[src/rtl/doc_hw_monitor_seq_pkg.sv]
// Shared constants, command field layout and sequencer state type for the
// voltage/temperature monitor sequencer.
package doc_hw_pkg_hw;

    localparam int unsigned DEF_NO_CHANNELS      = 8;
    localparam int unsigned DEF_NO_TEMP_CHANNELS = 4;
    localparam int unsigned DEF_VOLT_W           = 32;
    localparam int unsigned DEF_TEMP_W           = 8;
    localparam int unsigned DEF_DEBOUNCE         = 3;
    localparam int unsigned DEF_TIMEOUT          = 1024;

    localparam int unsigned CMD_TEMP_BIT = 31;
    localparam int unsigned CMD_CH_LSB   = 0;
    localparam int unsigned CMD_CH_W     = 5;

    typedef enum logic [1:0] {
        StIdle,
        StIssue,
        StWaitRsp,
        StUpdate
    } state_e;

endpackage

[src/rtl/doc_hw_monitor_seq_if.sv]
// Avalon-ST command/response pair between the monitor sequencer (master)
// and the sensor IP (slave).
interface doc_hw_monitor_seq_if;

    logic        command_ready;
    logic        command_valid;
    logic [31:0] command_data;
    logic        command_startofpacket;
    logic        command_endofpacket;
    logic        response_ready;
    logic        response_valid;
    logic [31:0] response_data;
    logic        response_startofpacket;
    logic        response_endofpacket;

    modport master (
        input  command_ready,
        output command_valid,
        output command_data,
        output command_startofpacket,
        output command_endofpacket,
        output response_ready,
        input  response_valid,
        input  response_data,
        input  response_startofpacket,
        input  response_endofpacket
    );

    modport slave (
        output command_ready,
        input  command_valid,
        input  command_data,
        input  command_startofpacket,
        input  command_endofpacket,
        input  response_ready,
        output response_valid,
        output response_data,
        output response_startofpacket,
        output response_endofpacket
    );

endinterface

[src/rtl/doc_hw_monitor_seq_chan_check.sv]
// Per-channel threshold check with saturating N-sample debounce; a missing
// sample (valid_i low) counts as out of range.
module doc_hw_chan_check #(
    parameter int unsigned P_W        = 8,
    parameter bit          P_SIGNED   = 1'b0,
    parameter int unsigned P_DEBOUNCE = 3
) (
    input  logic           clk,
    input  logic           reset,
    input  logic           upd_i,
    input  logic           valid_i,
    input  logic           clr_i,
    input  logic [P_W-1:0] sample_i,
    input  logic [P_W-1:0] lo_i,
    input  logic [P_W-1:0] hi_i,
    output logic           fault_o
);

    localparam int unsigned      CNT_W   = $clog2(P_DEBOUNCE + 1);
    localparam logic [CNT_W-1:0] CNT_MAX = CNT_W'(P_DEBOUNCE);

    logic [CNT_W-1:0] cnt_q, cnt_d;
    logic             fault_q, fault_d;
    logic             in_range;

    always_comb begin
        if (P_SIGNED) begin
            in_range = ($signed(sample_i) >= $signed(lo_i)) && ($signed(sample_i) <= $signed(hi_i));
        end else begin
            in_range = (sample_i >= lo_i) && (sample_i <= hi_i);
        end
    end

    always_comb begin
        cnt_d   = cnt_q;
        fault_d = fault_q;
        if (clr_i) begin
            cnt_d   = '0;
            fault_d = 1'b0;
        end else if (upd_i) begin
            if (valid_i && in_range) begin
                cnt_d   = '0;
                fault_d = 1'b0;
            end else begin
                if (cnt_q != CNT_MAX) cnt_d = cnt_q + CNT_W'(1);
                fault_d = (cnt_d == CNT_MAX);
            end
        end
    end

    always_ff @(posedge clk) begin
        if (!reset) begin
            cnt_q   <= '0;
            fault_q <= 1'b0;
        end else begin
            cnt_q   <= cnt_d;
            fault_q <= fault_d;
        end
    end

    assign fault_o = fault_q;

endmodule

[src/rtl/doc_hw_monitor_seq.sv]
// Round-robin voltage/temperature monitor: issues one conversion per enabled
// channel, range-checks each result and tracks lost responses.
module doc_hw_monitor_seq
    import doc_hw_pkg_hw::*;
#(
    parameter int unsigned P_NO_CHANNELS      = DEF_NO_CHANNELS,
    parameter int unsigned P_NO_TEMP_CHANNELS = DEF_NO_TEMP_CHANNELS,
    parameter int unsigned P_VOLT_W           = DEF_VOLT_W,
    parameter int unsigned P_TEMP_W           = DEF_TEMP_W,
    parameter int unsigned P_DEBOUNCE         = DEF_DEBOUNCE,
    parameter int unsigned P_TIMEOUT          = DEF_TIMEOUT
) (
    input  logic                                               clk,
    input  logic                                               reset,
    doc_hw_monitor_seq_if.master                               bus,
    input  logic [P_NO_CHANNELS-1:0]                           volt_en_i,
    input  logic [P_NO_TEMP_CHANNELS-1:0]                      temp_en_i,
    input  logic [P_NO_CHANNELS-1:0][P_VOLT_W-1:0]             volt_lo_i,
    input  logic [P_NO_CHANNELS-1:0][P_VOLT_W-1:0]             volt_hi_i,
    input  logic [P_NO_TEMP_CHANNELS-1:0][P_TEMP_W-1:0]        temp_lo_i,
    input  logic [P_NO_TEMP_CHANNELS-1:0][P_TEMP_W-1:0]        temp_hi_i,
    output logic [P_NO_CHANNELS-1:0][P_VOLT_W-1:0]             voltage_collection,
    output logic [P_NO_TEMP_CHANNELS-1:0][P_TEMP_W-1:0]        temperature_collection,
    output logic [P_NO_CHANNELS-1:0]                           volt_fault_o,
    output logic [P_NO_TEMP_CHANNELS-1:0]                      temp_fault_o,
    output logic                                               timeout_fault_o,
    output logic                                               voltage_good,
    output logic                                               temperature_good,
    output logic [15:0]                                        sweep_count_o
);

    localparam int unsigned NCH   = P_NO_CHANNELS + P_NO_TEMP_CHANNELS;
    localparam int unsigned PW    = $clog2(NCH);
    localparam int unsigned TMR_W = $clog2(P_TIMEOUT);

    state_e                          state_q, state_d;
    logic [PW-1:0]                   pos_q, pos_d;
    logic [P_NO_CHANNELS-1:0]        ven_q, ven_d;
    logic [P_NO_TEMP_CHANNELS-1:0]   ten_q, ten_d;
    logic [TMR_W-1:0]                timer_q, timer_d;
    logic [15:0]                     sweep_q, sweep_d;
    logic                            rdy_q, timeout_q, timeout_d, first_q, first_d;
    logic                            vgood_q, vgood_d, tgood_q, tgood_d;

    logic            eop_hit, expire, strobe, wrap;
    logic            nxt_found, first_found, is_temp;
    logic [PW-1:0]   nxt_pos, first_pos, ch_idx;
    logic [NCH-1:0]  en_all, en_in;
    logic [31:0]     cmd_data;
    logic            unused_sop;

    assign en_all  = {ten_q, ven_q};
    assign en_in   = {temp_en_i, volt_en_i};
    assign eop_hit = (state_q == StWaitRsp) && rdy_q && bus.response_valid
                     && bus.response_endofpacket;
    // A response landing in the expiry cycle wins over the timeout.
    assign expire  = (state_q == StWaitRsp) && !eop_hit && (timer_q == TMR_W'(P_TIMEOUT - 1));
    assign strobe  = eop_hit || expire;

    // Channel positions: voltages 0..NV-1, then temperatures NV..NCH-1.
    always_comb begin
        nxt_found   = 1'b0;
        nxt_pos     = '0;
        first_found = |en_in;
        first_pos   = '0;
        for (int i = NCH - 1; i >= 0; i--) begin
            if (en_all[i] && (PW'(i) > pos_q)) begin
                nxt_found = 1'b1;
                nxt_pos   = PW'(i);
            end
            if (en_in[i]) first_pos = PW'(i);
        end
    end

    always_comb begin
        state_d   = state_q;
        pos_d     = pos_q;
        ven_d     = ven_q;
        ten_d     = ten_q;
        timer_d   = timer_q;
        sweep_d   = sweep_q;
        first_d   = first_q;
        vgood_d   = vgood_q;
        tgood_d   = tgood_q;
        timeout_d = timeout_q | expire;
        wrap      = 1'b0;
        unique case (state_q)
            StIdle: begin
                if (first_found) begin
                    ven_d   = volt_en_i;
                    ten_d   = temp_en_i;
                    pos_d   = first_pos;
                    state_d = StIssue;
                end
            end
            StIssue: begin
                if (bus.command_ready) begin
                    timer_d = '0;
                    state_d = StWaitRsp;
                end
            end
            StWaitRsp: begin
                timer_d = timer_q + TMR_W'(1);
                if (strobe) state_d = StUpdate;
            end
            StUpdate: begin
                if (nxt_found) begin
                    pos_d   = nxt_pos;
                    state_d = StIssue;
                end else begin
                    wrap    = 1'b1;
                    sweep_d = sweep_q + 16'd1;
                    first_d = 1'b1;
                    ven_d   = volt_en_i;
                    ten_d   = temp_en_i;
                    pos_d   = first_pos;
                    state_d = first_found ? StIssue : StIdle;
                end
                vgood_d = first_d && !timeout_q && (|ven_d) && !(|(volt_fault_o & ven_d));
                tgood_d = first_d && !timeout_q && (|ten_d) && !(|(temp_fault_o & ten_d));
            end
            default: state_d = StIdle;
        endcase
    end

    always_ff @(posedge clk) begin
        if (!reset) begin
            state_q   <= StIdle;
            pos_q     <= '0;
            ven_q     <= '0;
            ten_q     <= '0;
            timer_q   <= '0;
            sweep_q   <= '0;
            rdy_q     <= 1'b0;
            timeout_q <= 1'b0;
            first_q   <= 1'b0;
            vgood_q   <= 1'b0;
            tgood_q   <= 1'b0;
        end else begin
            state_q   <= state_d;
            pos_q     <= pos_d;
            ven_q     <= ven_d;
            ten_q     <= ten_d;
            timer_q   <= timer_d;
            sweep_q   <= sweep_d;
            rdy_q     <= 1'b1;
            timeout_q <= timeout_d;
            first_q   <= first_d;
            vgood_q   <= vgood_d;
            tgood_q   <= tgood_d;
        end
    end

    assign is_temp = (pos_q >= PW'(P_NO_CHANNELS));
    assign ch_idx  = is_temp ? (pos_q - PW'(P_NO_CHANNELS)) : pos_q;

    always_comb begin
        cmd_data                           = '0;
        cmd_data[CMD_TEMP_BIT]             = is_temp;
        cmd_data[CMD_CH_LSB +: CMD_CH_W]   = CMD_CH_W'(ch_idx);
    end

    assign bus.command_valid         = (state_q == StIssue);
    assign bus.command_data          = cmd_data;
    assign bus.command_startofpacket = bus.command_valid;
    assign bus.command_endofpacket   = bus.command_valid;
    assign bus.response_ready        = rdy_q;
    assign unused_sop                = bus.response_startofpacket;

    for (genvar g = 0; g < P_NO_CHANNELS; g++) begin : g_volt
        logic                hit;
        logic [P_VOLT_W-1:0] coll_q;
        assign hit = (pos_q == PW'(g));
        always_ff @(posedge clk) begin
            if (!reset) coll_q <= '0;
            else if (eop_hit && hit) coll_q <= bus.response_data[P_VOLT_W-1:0];
        end
        assign voltage_collection[g] = coll_q;
        doc_hw_chan_check #(
            .P_W        (P_VOLT_W),
            .P_SIGNED   (1'b0),
            .P_DEBOUNCE (P_DEBOUNCE)
        ) u_chk (
            .clk      (clk),
            .reset    (reset),
            .upd_i    (strobe && hit),
            .valid_i  (eop_hit),
            .clr_i    (wrap && !volt_en_i[g]),
            .sample_i (bus.response_data[P_VOLT_W-1:0]),
            .lo_i     (volt_lo_i[g]),
            .hi_i     (volt_hi_i[g]),
            .fault_o  (volt_fault_o[g])
        );
    end

    for (genvar g = 0; g < P_NO_TEMP_CHANNELS; g++) begin : g_temp
        logic                hit;
        logic [P_TEMP_W-1:0] coll_q;
        assign hit = (pos_q == PW'(P_NO_CHANNELS + g));
        always_ff @(posedge clk) begin
            if (!reset) coll_q <= '0;
            else if (eop_hit && hit) coll_q <= bus.response_data[P_TEMP_W-1:0];
        end
        assign temperature_collection[g] = coll_q;
        doc_hw_chan_check #(
            .P_W        (P_TEMP_W),
            .P_SIGNED   (1'b1),
            .P_DEBOUNCE (P_DEBOUNCE)
        ) u_chk (
            .clk      (clk),
            .reset    (reset),
            .upd_i    (strobe && hit),
            .valid_i  (eop_hit),
            .clr_i    (wrap && !temp_en_i[g]),
            .sample_i (bus.response_data[P_TEMP_W-1:0]),
            .lo_i     (temp_lo_i[g]),
            .hi_i     (temp_hi_i[g]),
            .fault_o  (temp_fault_o[g])
        );
    end

    assign timeout_fault_o  = timeout_q;
    assign voltage_good     = vgood_q;
    assign temperature_good = tgood_q;
    assign sweep_count_o    = sweep_q;

endmodule

[src/flat_wrapper.sv]
// flat-port wrapper written by rule: the top's interface ports become plain ports
module doc_hw_monitor_seq_flat import doc_hw_pkg_hw::*;
#(
    parameter int unsigned P_NO_CHANNELS      = DEF_NO_CHANNELS,
    parameter int unsigned P_NO_TEMP_CHANNELS = DEF_NO_TEMP_CHANNELS,
    parameter int unsigned P_VOLT_W           = DEF_VOLT_W,
    parameter int unsigned P_TEMP_W           = DEF_TEMP_W,
    parameter int unsigned P_DEBOUNCE         = DEF_DEBOUNCE,
    parameter int unsigned P_TIMEOUT          = DEF_TIMEOUT
)
  (clk, reset, volt_en_i, temp_en_i, volt_lo_i, volt_hi_i, temp_lo_i, temp_hi_i, voltage_collection, temperature_collection, volt_fault_o, temp_fault_o, timeout_fault_o, voltage_good, temperature_good, sweep_count_o, bus_command_ready, bus_command_valid, bus_command_data, bus_command_startofpacket, bus_command_endofpacket, bus_response_ready, bus_response_valid, bus_response_data, bus_response_startofpacket, bus_response_endofpacket);
  doc_hw_monitor_seq_if bus_i ();
  input  logic clk;
  input  logic reset;
  input  logic [P_NO_CHANNELS-1:0] volt_en_i;
  input  logic [P_NO_TEMP_CHANNELS-1:0] temp_en_i;
  input  logic [P_NO_CHANNELS-1:0][P_VOLT_W-1:0] volt_lo_i;
  input  logic [P_NO_CHANNELS-1:0][P_VOLT_W-1:0] volt_hi_i;
  input  logic [P_NO_TEMP_CHANNELS-1:0][P_TEMP_W-1:0] temp_lo_i;
  input  logic [P_NO_TEMP_CHANNELS-1:0][P_TEMP_W-1:0] temp_hi_i;
  output logic [P_NO_CHANNELS-1:0][P_VOLT_W-1:0] voltage_collection;
  output logic [P_NO_TEMP_CHANNELS-1:0][P_TEMP_W-1:0] temperature_collection;
  output logic [P_NO_CHANNELS-1:0] volt_fault_o;
  output logic [P_NO_TEMP_CHANNELS-1:0] temp_fault_o;
  output logic timeout_fault_o;
  output logic voltage_good;
  output logic temperature_good;
  output logic [15:0] sweep_count_o;
  input wire logic [$bits(bus_i.command_ready)-1:0] bus_command_ready;
  output wire logic [$bits(bus_i.command_valid)-1:0] bus_command_valid;
  output wire logic [$bits(bus_i.command_data)-1:0] bus_command_data;
  output wire logic [$bits(bus_i.command_startofpacket)-1:0] bus_command_startofpacket;
  output wire logic [$bits(bus_i.command_endofpacket)-1:0] bus_command_endofpacket;
  output wire logic [$bits(bus_i.response_ready)-1:0] bus_response_ready;
  input wire logic [$bits(bus_i.response_valid)-1:0] bus_response_valid;
  input wire logic [$bits(bus_i.response_data)-1:0] bus_response_data;
  input wire logic [$bits(bus_i.response_startofpacket)-1:0] bus_response_startofpacket;
  input wire logic [$bits(bus_i.response_endofpacket)-1:0] bus_response_endofpacket;
  assign bus_i.command_ready = bus_command_ready;
  assign bus_command_valid = bus_i.command_valid;
  assign bus_command_data = bus_i.command_data;
  assign bus_command_startofpacket = bus_i.command_startofpacket;
  assign bus_command_endofpacket = bus_i.command_endofpacket;
  assign bus_response_ready = bus_i.response_ready;
  assign bus_i.response_valid = bus_response_valid;
  assign bus_i.response_data = bus_response_data;
  assign bus_i.response_startofpacket = bus_response_startofpacket;
  assign bus_i.response_endofpacket = bus_response_endofpacket;
  doc_hw_monitor_seq #(.P_NO_CHANNELS(P_NO_CHANNELS), .P_NO_TEMP_CHANNELS(P_NO_TEMP_CHANNELS), .P_VOLT_W(P_VOLT_W), .P_TEMP_W(P_TEMP_W), .P_DEBOUNCE(P_DEBOUNCE), .P_TIMEOUT(P_TIMEOUT)) u_core (.clk(clk), .reset(reset), .bus(bus_i), .volt_en_i(volt_en_i), .temp_en_i(temp_en_i), .volt_lo_i(volt_lo_i), .volt_hi_i(volt_hi_i), .temp_lo_i(temp_lo_i), .temp_hi_i(temp_hi_i), .voltage_collection(voltage_collection), .temperature_collection(temperature_collection), .volt_fault_o(volt_fault_o), .temp_fault_o(temp_fault_o), .timeout_fault_o(timeout_fault_o), .voltage_good(voltage_good), .temperature_good(temperature_good), .sweep_count_o(sweep_count_o));
endmodule
[config.mk]
export PLATFORM = sky130hd
export DESIGN_NAME = doc_hw_monitor_seq_flat
export DESIGN_NICKNAME = d
export VERILOG_FILES = /design/src/rtl/doc_hw_monitor_seq_pkg.sv /design/src/rtl/doc_hw_monitor_seq_if.sv /design/src/rtl/doc_hw_monitor_seq_chan_check.sv /design/src/rtl/doc_hw_monitor_seq.sv /design/src/flat_wrapper.sv
export SDC_FILE = /design/constraint.sdc
export NUM_CORES = 2
export LEC_CHECK = 0
export ABC_AREA = 1
export CAP_MARGIN = 0
export CORE_AREA = 10 10 377 379
export CTS_CLUSTER_DIAMETER = 50
export DETAILED_ROUTE_END_ITERATION = 16
export DIE_AREA = 0 0 387 389
export GPL_ROUTABILITY_DRIVEN = 0
export SLEW_MARGIN = 10
export SYNTH_ARGS = -nofsm -noshare
export SYNTH_HDL_FRONTEND = slang
export SYNTH_SLANG_ARGS = --single-unit
export TNS_END_PERCENT = 1
[constraint.sdc]
create_clock -name clk -period 4.3 [get_ports clk]
set_input_delay 0.645 -clock clk [delete_from_list [all_inputs] [get_ports clk]]
set_output_delay 0.645 -clock clk [all_outputs]
set_load 0.05 [all_outputs]
==> results.cfg <==
[final_layout]
drive_gt1_share_pct = 4.67
layout.nets = 6489
final_cell_mix = clkdlybuf4s50_1, inv_1, nor2_1, ha_1, nand2_1
nFillCells = 14400
syn_to_final_growth_pct = 45.5
mostFrequentLayoutCell = clkdlybuf4s50_1

[sta]
worst_slack_ns = 0.760
setup_violations = 0
worst_pin_slew_ns = 1.10
timing.final.crit_share_pct = 82.3
rsz0062_at_grt = false
finalCriticalPeriod_ns = 3.54
finalMaxSlewViolations = 0
hold_ws_ns = 0.458
max-slew-margin-rel_pct = 26.9
hold_violations = 0
max_freq_ghz = 0.282
fin_skew_ns = 0.0275
fin_tns_setup_ns = 0

[synth]
yosysTopAreaCellShare_pct = 25.3
avgSynthCellArea_um2 = 6.86
ys_ff_latch = 373
synth_largest_area_cell = dfxtp_1
synth-seq-area-share_pct = 25.3
postSynthCellCount = 4304
synth.distinct_cells = 45
synthesis.area_um2 = 29500
synth.area.top_cells = dfxtp_1, ha_1, inv_1, nor2_1, o21ai_0
synth_warnings = 0

[worst_setup_path]
r2r_setup_slack_ns = 0.86
path_max_fanout = 8
crit_path_start_kind = input port
cp.required_ns = 4.78
critPathCaptureType = register
critical_path_arrival_ns = 4.02
critPathKind = in -> reg

[route]
ant_nets = 0
drc_errors = 0
wl_per_cell_um = 22.0
viasPerCell = 4.58
drt_iter0_drc = 1801
vias = 32500
drt-pass1-iter-count = 5
wl_um = 156000

[floorplan]
ios = 981
core_um2 = 135000
die-area_um2 = 151000
fp.dieW_um = 387
initial_utilization_pct = 21.9
die_height_um = 389
row_count = 135

[placement]
port_buffers = 951
post-dp-hpwl_um = 128000
detailedPlace.worstSlack_ns = 0.154

[clocking]
htree_levels = 2
holdBufCountCts = 0
clk_pin_slew_ns = 0.06
numCtsBuffers = 44
post_cts_buffers = 0
cts.path.max_buffers = 3
cts_root_buffer = clkbuf_16
clk_latency_ns = 0.59
cts.sinks = 373
cts_resized = 0
cts_tree = done

[global_route]
grt.overflow.total = 0
grt_max_degree = 115
antenna_found_initial = 47
grt_pass1_vias = 31900
grt_use_total_pct = 19.6
grt_pass1_wl_um = 218000

[power_and_ir_drop]
combPwrFrac_pct = 33.9
sw_frac_of_total_pct = 36.5
ir_worst_vdd_mv = 0.247
p_int_mw = 7.26
clkPwrFrac_pct = 33.8
power_density_nw_per_um2 = 266
p_seq_share_pct = 32.3
power_leakage_nw = 20.5
p_switching_mw = 4.18

[min_path]
hp-class = reg -> reg

[run_status]
status = finished clean

[run]
drv_cap = 0
[worst max-delay path, cell delays in order]
cell and delay [ns]:
clkdlybuf4s50_1 0.78, buf_4 0.37, ha_1 0.29, nand2_1 0.05, nor2_1 0.14, nand2_1 0.07
nor4_1 0.73, buf_4 0.25, nand4_1 0.07, nand3_1 0.12, nand3_1 0.09, buf_4 0.18
o21ai_0 0.15, inv_1 0.07
[synthesized netlist by cell type (all sizes together)]
| cell | instances |
|---|---|
| a211oi | 13 |
| a21boi | 2 |
| a21oi | 391 |
| a31oi | 6 |
| a32oi | 1 |
| and2 | 1 |
| and3 | 3 |
| buf | 72 |
| clkbuf | 78 |
| clkinv | 1 |
| conb | 1 |
| dfxtp | 373 |
| ha | 583 |
| inv | 802 |
| nand2 | 518 |
| nand3 | 105 |
| nand3b | 1 |
| nand4 | 70 |
| nor2 | 713 |
| nor3 | 40 |
| nor3b | 1 |
| nor4 | 16 |
| o211ai | 36 |
| o21a | 14 |
| o21ai | 444 |
| o21bai | 4 |
| o22ai | 1 |
| o31a | 4 |
| o31ai | 3 |
| xor2 | 7 |
[per-stage QoR]
stage               power (mW)  utilization, %  instance area, um2  std cells
finish                    11.4            31.9               42900       7110
global route              12.1            31.9               42900       7109
CTS                       11.6            31.9               42900       7096
detailed placement        7.64            30.8               41400       7015
global placement          7.56            30.8               41400       7015
floorplan                 6.00               -               29600       4331
[registers in the layout, summed over array words and instances, names as in the netlist, 2 cells and up]
signal and cells:
u_core.g_volt.coll_q 256, u_core.g_temp.coll_q 32, u_core.g_volt.u_chk.cnt_q 16, u_core.sweep_count_o 16, u_core.timer_q 10, u_core.g_temp.u_chk.cnt_q 8
u_core.g_volt.u_chk.fault_o 8, u_core.ven_q 8, u_core.g_temp.u_chk.fault_o 4, u_core.pos_q 4, u_core.ten_q 4, u_core.state_q 2
[power groups by stage]
stage,Clock (mW),Sequential (mW),Combinational [mW]
after floorplan,0,3.83,2.17
after global placement,0,3.77,3.80
after detailed placement,0,3.77,3.87
after CTS,3.97,3.69,3.89
after global routing,4.10,3.71,4.31
final,3.86,3.70,3.88
[metal layers]
| metal | GRT usage (%) | wire (um) |
|---|---|---|
| met4 | 9.07 | 7700 |
| met1 | 21.3 | 59500 |
| met5 | 0 | 249 |
| met3 | 4.85 | 11100 |
| met2 | 35.6 | 77600 |
[cell families (layout without fill, tap and decap cells)]
family / count (synthesis) / after routing / synth area share [%]
XOR/XNOR: 7 / 7 / 0.208
AO/OA/AOI/OAI: 919 / 919 / 16.4
flip-flops: 373 / 373 / 25.3
adder cells (fa/ha/maj): 583 / 583 / 24.7
buffers and inverters: 953 / 1937 / 12.8
other: 1 / 42 / 0.0127
AND/OR/NAND/NOR: 1468 / 1468 / 20.6
[path summary, 6_finish.rpt]
check / start / end / depth (start not counted)
max: bus_response_data[26] / u_core.g_volt[0].u_chk.cnt_q[1] / 14
min: u_core.timer_q[9] / u_core.timer_q[9] / 1
max reg2reg: u_core.state_q[0] / u_core.g_volt[4].coll_q[0] / 9
min reg2reg: u_core.timer_q[9] / u_core.timer_q[9] / 1
[area by class of cell]
class | count | area, um2 | area share [%]
timing repair buffer | 1053 | 10300 | 23.9
inverter | 803 | 3010 | 7.02
tap | 1781 | 2230 | 5.19
clock inverter | 24 | 292 | 0.679
antenna | 14 | 35.0 | 0.0816
sequential | 373 | 7470 | 17.4
clock buffer | 57 | 1210 | 2.82
multi-input combinational | 3005 | 18400 | 42.9
Power figures use the tool's default switching activity.
